**config.mk**
```make
export PLATFORM = sky130hd
export DESIGN_NAME = approx_err_monitor
export DESIGN_NICKNAME = d
export VERILOG_FILES = /design/src/rtl/approx_err_pkg.sv /design/src/rtl/err_calc.sv /design/src/rtl/approx_err_monitor.sv
export SDC_FILE = /design/constraint.sdc
export NUM_CORES = 1
export LEC_CHECK = 0
export ABC_AREA = 1
export BUFFER_PORTS_ARGS = -buffer_cell sky130_fd_sc_hd__buf_2
export CAP_MARGIN = 0
export CORE_MARGIN = 5
export CORE_UTILIZATION = 59
export CTS_CLUSTER_DIAMETER = 60
export CTS_CLUSTER_SIZE = 20
export DETAILED_ROUTE_END_ITERATION = 8
export GPL_ROUTABILITY_DRIVEN = 1
export PLACE_DENSITY_LB_ADDON = 0.05
export SLEW_MARGIN = 25
export SYNTH_ARGS = -nofsm -noshare
export SYNTH_HDL_FRONTEND = slang
export SYNTH_SLANG_ARGS = --single-unit
```
**constraint.sdc**
```tcl
create_clock -name clk -period 4.09 [get_ports clk]
set_input_delay 0.2045 -clock clk [delete_from_list [all_inputs] [get_ports clk]]
set_output_delay 0.2045 -clock clk [all_outputs]
set_load 0.05 [all_outputs]
```
**src/rtl/approx_err_pkg.sv**
```systemverilog
// Shared widths and FSM state encodings for the approximate-adder error monitor.
// Pure declarations: no logic, no latency, no flow control.
// Width constants are defaults only; instances override them through module parameters.
package approx_err_pkg;

    localparam int WIDTH = 16;
    localparam int CNT_W = 32;
    localparam int SUM_W = WIDTH + 1;
    localparam int ACC_W = SUM_W + CNT_W;

    typedef logic [1:0] state_t;

    localparam state_t ST_IDLE  = 2'd0;
    localparam state_t ST_RUN   = 2'd1;
    localparam state_t ST_DRAIN = 2'd2;
    localparam state_t ST_DONE  = 2'd3;

endpackage

```
**src/rtl/err_calc.sv**
```systemverilog
// Exact sum of two operands and its unsigned distance to an approximate sum.
// Latency: purely combinational; the parent registers the result.
// Backpressure: none, evaluates every cycle.
module err_calc #(
    parameter int WIDTH = 16
) (
    input  logic [WIDTH-1:0] in1,
    input  logic [WIDTH-1:0] in2,
    input  logic [WIDTH:0]   approx_sum,
    output logic [WIDTH:0]   diff
);

    logic [WIDTH:0] exact;

    always_comb begin
        exact = {1'b0, in1} + {1'b0, in2};
        diff  = (exact >= approx_sum) ? (exact - approx_sum) : (approx_sum - exact);
    end

endmodule

```
**src/rtl/approx_err_monitor.sv**
```systemverilog
// Accumulates error statistics of an external approximate adder over a run of samples.
// Latency: a sample accepted in cycle t shows in the outputs at cycle t+2.
// Backpressure: in_ready high only in RUN until run_len samples have been accepted.
module approx_err_monitor #(
    parameter int WIDTH = 16,
    parameter int CNT_W = 32
) (
    input  logic                   clk,
    input  logic                   rst,
    input  logic                   start,
    input  logic [CNT_W-1:0]       run_len,
    input  logic                   in_valid,
    output logic                   in_ready,
    input  logic [WIDTH-1:0]       in1,
    input  logic [WIDTH-1:0]       in2,
    input  logic [WIDTH:0]         approx_sum,
    output logic                   busy,
    output logic                   done,
    output logic [WIDTH+CNT_W:0]   err_sum,
    output logic [WIDTH:0]         err_max,
    output logic [CNT_W-1:0]       err_cnt,
    output logic [CNT_W-1:0]       smp_cnt
);
    import approx_err_pkg::*;

    localparam int SW = WIDTH + 1;
    localparam int AW = SW + CNT_W;

    typedef struct packed {
        logic          nz;
        logic [SW-1:0] diff;
    } stage1_t;

    state_t           state;
    logic [CNT_W-1:0] run_len_q;
    logic [CNT_W-1:0] acc_cnt;
    logic             s1_vld;
    logic             s2_vld;
    stage1_t          s1;
    logic [SW-1:0]    diff;
    logic             hs;
    logic             last;

    err_calc #(.WIDTH(WIDTH)) u_err_calc (
        .in1        (in1),
        .in2        (in2),
        .approx_sum (approx_sum),
        .diff       (diff)
    );

    always_comb begin
        in_ready = (state == ST_RUN) && (acc_cnt < run_len_q);
        hs       = in_valid && in_ready;
        last     = hs && (acc_cnt == run_len_q - CNT_W'(1));
        busy     = (state == ST_RUN) || (state == ST_DRAIN);
        done     = (state == ST_DONE);
    end

    always_ff @(posedge clk) begin
        if (rst) begin
            state     <= ST_IDLE;
            run_len_q <= '0;
            acc_cnt   <= '0;
            s1_vld    <= 1'b0;
            s2_vld    <= 1'b0;
            s1        <= '0;
            err_sum   <= '0;
            err_max   <= '0;
            err_cnt   <= '0;
            smp_cnt   <= '0;
        end else begin
            s1_vld <= hs;
            s2_vld <= s1_vld;
            if (hs) begin
                s1.nz   <= |diff;
                s1.diff <= diff;
                acc_cnt <= acc_cnt + CNT_W'(1);
            end

            if (s1_vld) begin
                err_sum <= err_sum + AW'(s1.diff);
                err_cnt <= err_cnt + CNT_W'(s1.nz);
                smp_cnt <= smp_cnt + CNT_W'(1);
                if (s1.diff > err_max) begin
                    err_max <= s1.diff;
                end
            end

            // Placed after accumulation so a new run's clear always wins.
            case (state)
                ST_IDLE, ST_DONE: begin
                    if (start) begin
                        run_len_q <= run_len;
                        acc_cnt   <= '0;
                        err_sum   <= '0;
                        err_max   <= '0;
                        err_cnt   <= '0;
                        smp_cnt   <= '0;
                        state     <= (run_len == '0) ? ST_DONE : ST_RUN;
                    end
                end
                ST_RUN: begin
                    if (last) begin
                        state <= ST_DRAIN;
                    end
                end
                ST_DRAIN: begin
                    if (!s1_vld && !s2_vld) begin
                        state <= ST_DONE;
                    end
                end
                default: state <= ST_IDLE;
            endcase
        end
    end

endmodule
```
==> impl_results.md <==
- RePlAce Congestion: 0.955
- IO Port Bufs: 217
- Total CTS buffers: 26
- Reg2reg path depth: 14
- Layout Utilization: 0.689
- Final setup vio count: 0
- Total detailed-routing wirelength: 46.1 mm
- Power per cell area: 497 nW/um2
- Final clock period utilization by the worst path: 0.871
- CP Depth: 29
- Slew Limit Headroom: 0.530
- Via count: 16600
- Worst Hold Class: input port to register
- CTS tree: built
- Critical path's top delay family: simple AND/OR/NAND/NOR gates
- Pins Over Slew Limit: 0
- Mapped Nets: 2631
- Layout cells sized above 1: 0.125
- Finished Layout Cells: about 3000
- CTS clk-pin slew, worst paths: 0.07 ns
- Seq cells post-synth: 216
- Mapped Area: 15800 um2
- DRC: 0
- Worst setup SP type: input port
- Hold Violations, Final: 0
- Synth cell types: 59
- Clock Skews: 0.0232 ns
- Root buffer cell: clkbuf_16
- Starting Density: 0.593
- Die extent in x: 174 um
- Register area share after synthesis: 0.274
- Post-DP HPWL: 35.6 mm
- EDFF count, synth: 0
- Wire length per cell: 15.4 um
- H-tree Lvls: 1
- Area growth syn-to-layout: 16.2%
- Synth top area cells: dfxtp_1 27%, nand2_1 11%, ha_1 9.8%
- Post-synthesis cell count: 2418
- Slew of the pin with the lowest slew margin: 0.697 ns
- CTS Buffer Depth: 3
- Max incr delay on CP: 0.38 ns
- Critical Path RT: 4.54 ns
- Final min period: 3.56 ns
- Worst hold stages: 3
- Drt via density: between 5 and 6
- Most frequent cells in the layout: 471 x nand2_1, 330 x inv_1, 319 x nor2_1
- Commonest non-fill, non-tap cell in the layout: nand2_1
- # clock sinks: approximately 220
- DRT iter0 DRCs: between 1000 and 1500
- Achievable frequency: between 0.2 and 0.3 GHz
- First-pass GRT wire length: 76.5 mm
- DIE AREA: 30200 um2
- RSZ-0062 raised after global routing: false
- Worst EP arrival: 4.01 ns
- Die height: 174 um
- Core area: roughly 27000 um2
- Synth top area share: 0.274
- Number of nets in the layout: 2855
- Avg Synthesized Cell Area: 6.54 um2
- Setup crit end kind: register
- Leak Pwr: 8.44 nW
- Drt pass-1 iters: 6
- Grt ovf: 0
- Peak VDD IR: 0.380 mV
- Crit path buf inv count: 4
- Crit Path Max Fanout: 18
- Warnings, synthesis: 0
- Vias in the first global route: 16000
- Total track usage: 0.295
- Antenna viol nets, final: 0
- CP most frequent cell: nand2_1
- Synth area leader: dfxtp_1
- Outcome: finished clean
- Pin count of the biggest net entering global routing: 65
- Io pins: 218
- Clock Latency Late Sink: 0.55 ns
- Post-synthesis async set-or-reset flop share: 0
- Main synth FF type: dfxtp_1
- Row cnt: 60
- Hold WS: 0.0131 ns
- Initial antenna violation count: 1
- Placed Instances: 2930
- Placed cell areas: 17200 um2
- Crit Path Category: input port to register
- Max stage delay cell, worst path: ha_1
- Max Cap Violations: 0
- Final Instance Area: 18400 um2
## logic make-up after synthesis
kind of cell               share of synthesized area
adders and majority gates                      0.103
buffers and inverters                         0.0994
AOI/OAI and AO/OA                              0.159
xor gates and xnor gates                      0.0583
and+or+nand+nor                                0.306
DFF                                            0.274
## area by class of cell
type	count	area (um2)
Clock inverter	20	282
Tap cell	341	427
Fill cell	2370	8280
Antenna cell	1	2.50
Clock buffer	28	668
Timing Repair Buffer	256	1450
Multi-Input combinational cell	1801	9930
Inverter	341	1290
Sequential cell	216	4330
## path summary, 6_finish.rpt
path / from / end / slack, ns
hold / removal: run_len[17] / run_len_q[17] / 0.01
setup / recovery: in1[3] / s1[17] / 0.53
hold reg to reg: err_cnt[31] / err_cnt[31] / 0.47
setup reg to reg: run_len_q[7] / acc_cnt[19] / 0.96
## where the power goes
group | switching (mW) | internal [mW] | leakage (nW)
Clock | 1.10 | 1.44 | 0.460
Combinational | 2.67 | 1.30 | 6.23
Sequential | 0.280 | 2.33 | 1.75
## worst register-to-register path: cells and delay by family, from the launching register on
| kind | cells | cell delay (ns) |
|---|---|---|
| flops | 1 | 0.42 |
| buf+inv | 2 | 0.51 |
| xor+xnor | 1 | 0.17 |
| simple gates | 7 | 1.21 |
| compound gates | 3 | 0.37 |
| fa+ha+maj | 1 | 0.34 |
## Yosys cell counts, types with 39 or more instances
library cell,count
nand2_1,471
nor3_1,62
nand3_1,120
nor2_1,321
nand4_1,42
inv_1,330
clkbuf_1,39
dfxtp_1,216
xor2_1,80
ha_1,124
o21ai_0,158
a21oi_1,211
## per-layer routing
metal | global-route usage | share of wire
met2 | 0.519 | 0.48
met5 | 0 | 0
met3 | 0.0390 | 0.061
met4 | 0.104 | 0.034
met1 | 0.371 | 0.43
## per-stage QoR
stage / worst slack (ns) / TNS (ns) / power, mW
2_1_floorplan: 0.406 / 0 / 5.57
3_3_place_gp: 0.0612 / 0 / 6.46
3_5_place_dp: -0.00545 / -0.00545 / 6.52
4_1_cts: 0.558 / 0 / 9.10
5_1_grt: 0.119 / 0 / 9.79
6_report: 0.530 / 0 / 9.13
## registers in the layout, indices dropped and copies added (netlist names)
register	count
err_max	17
s1_vld	1
smp_cnt	32
s2_vld	1
run_len_q	32
s1	18
err_cnt	32
acc_cnt	32
err_sum	49
state	2
## repair_timing
item                                   in CTS  in global routing
resized for setup                           0                  0
hold buffers                               25                  0
setup buffers                               0                  0
endpoints found under the hold margin      28                  0
(Power assumes the default switching activity.)
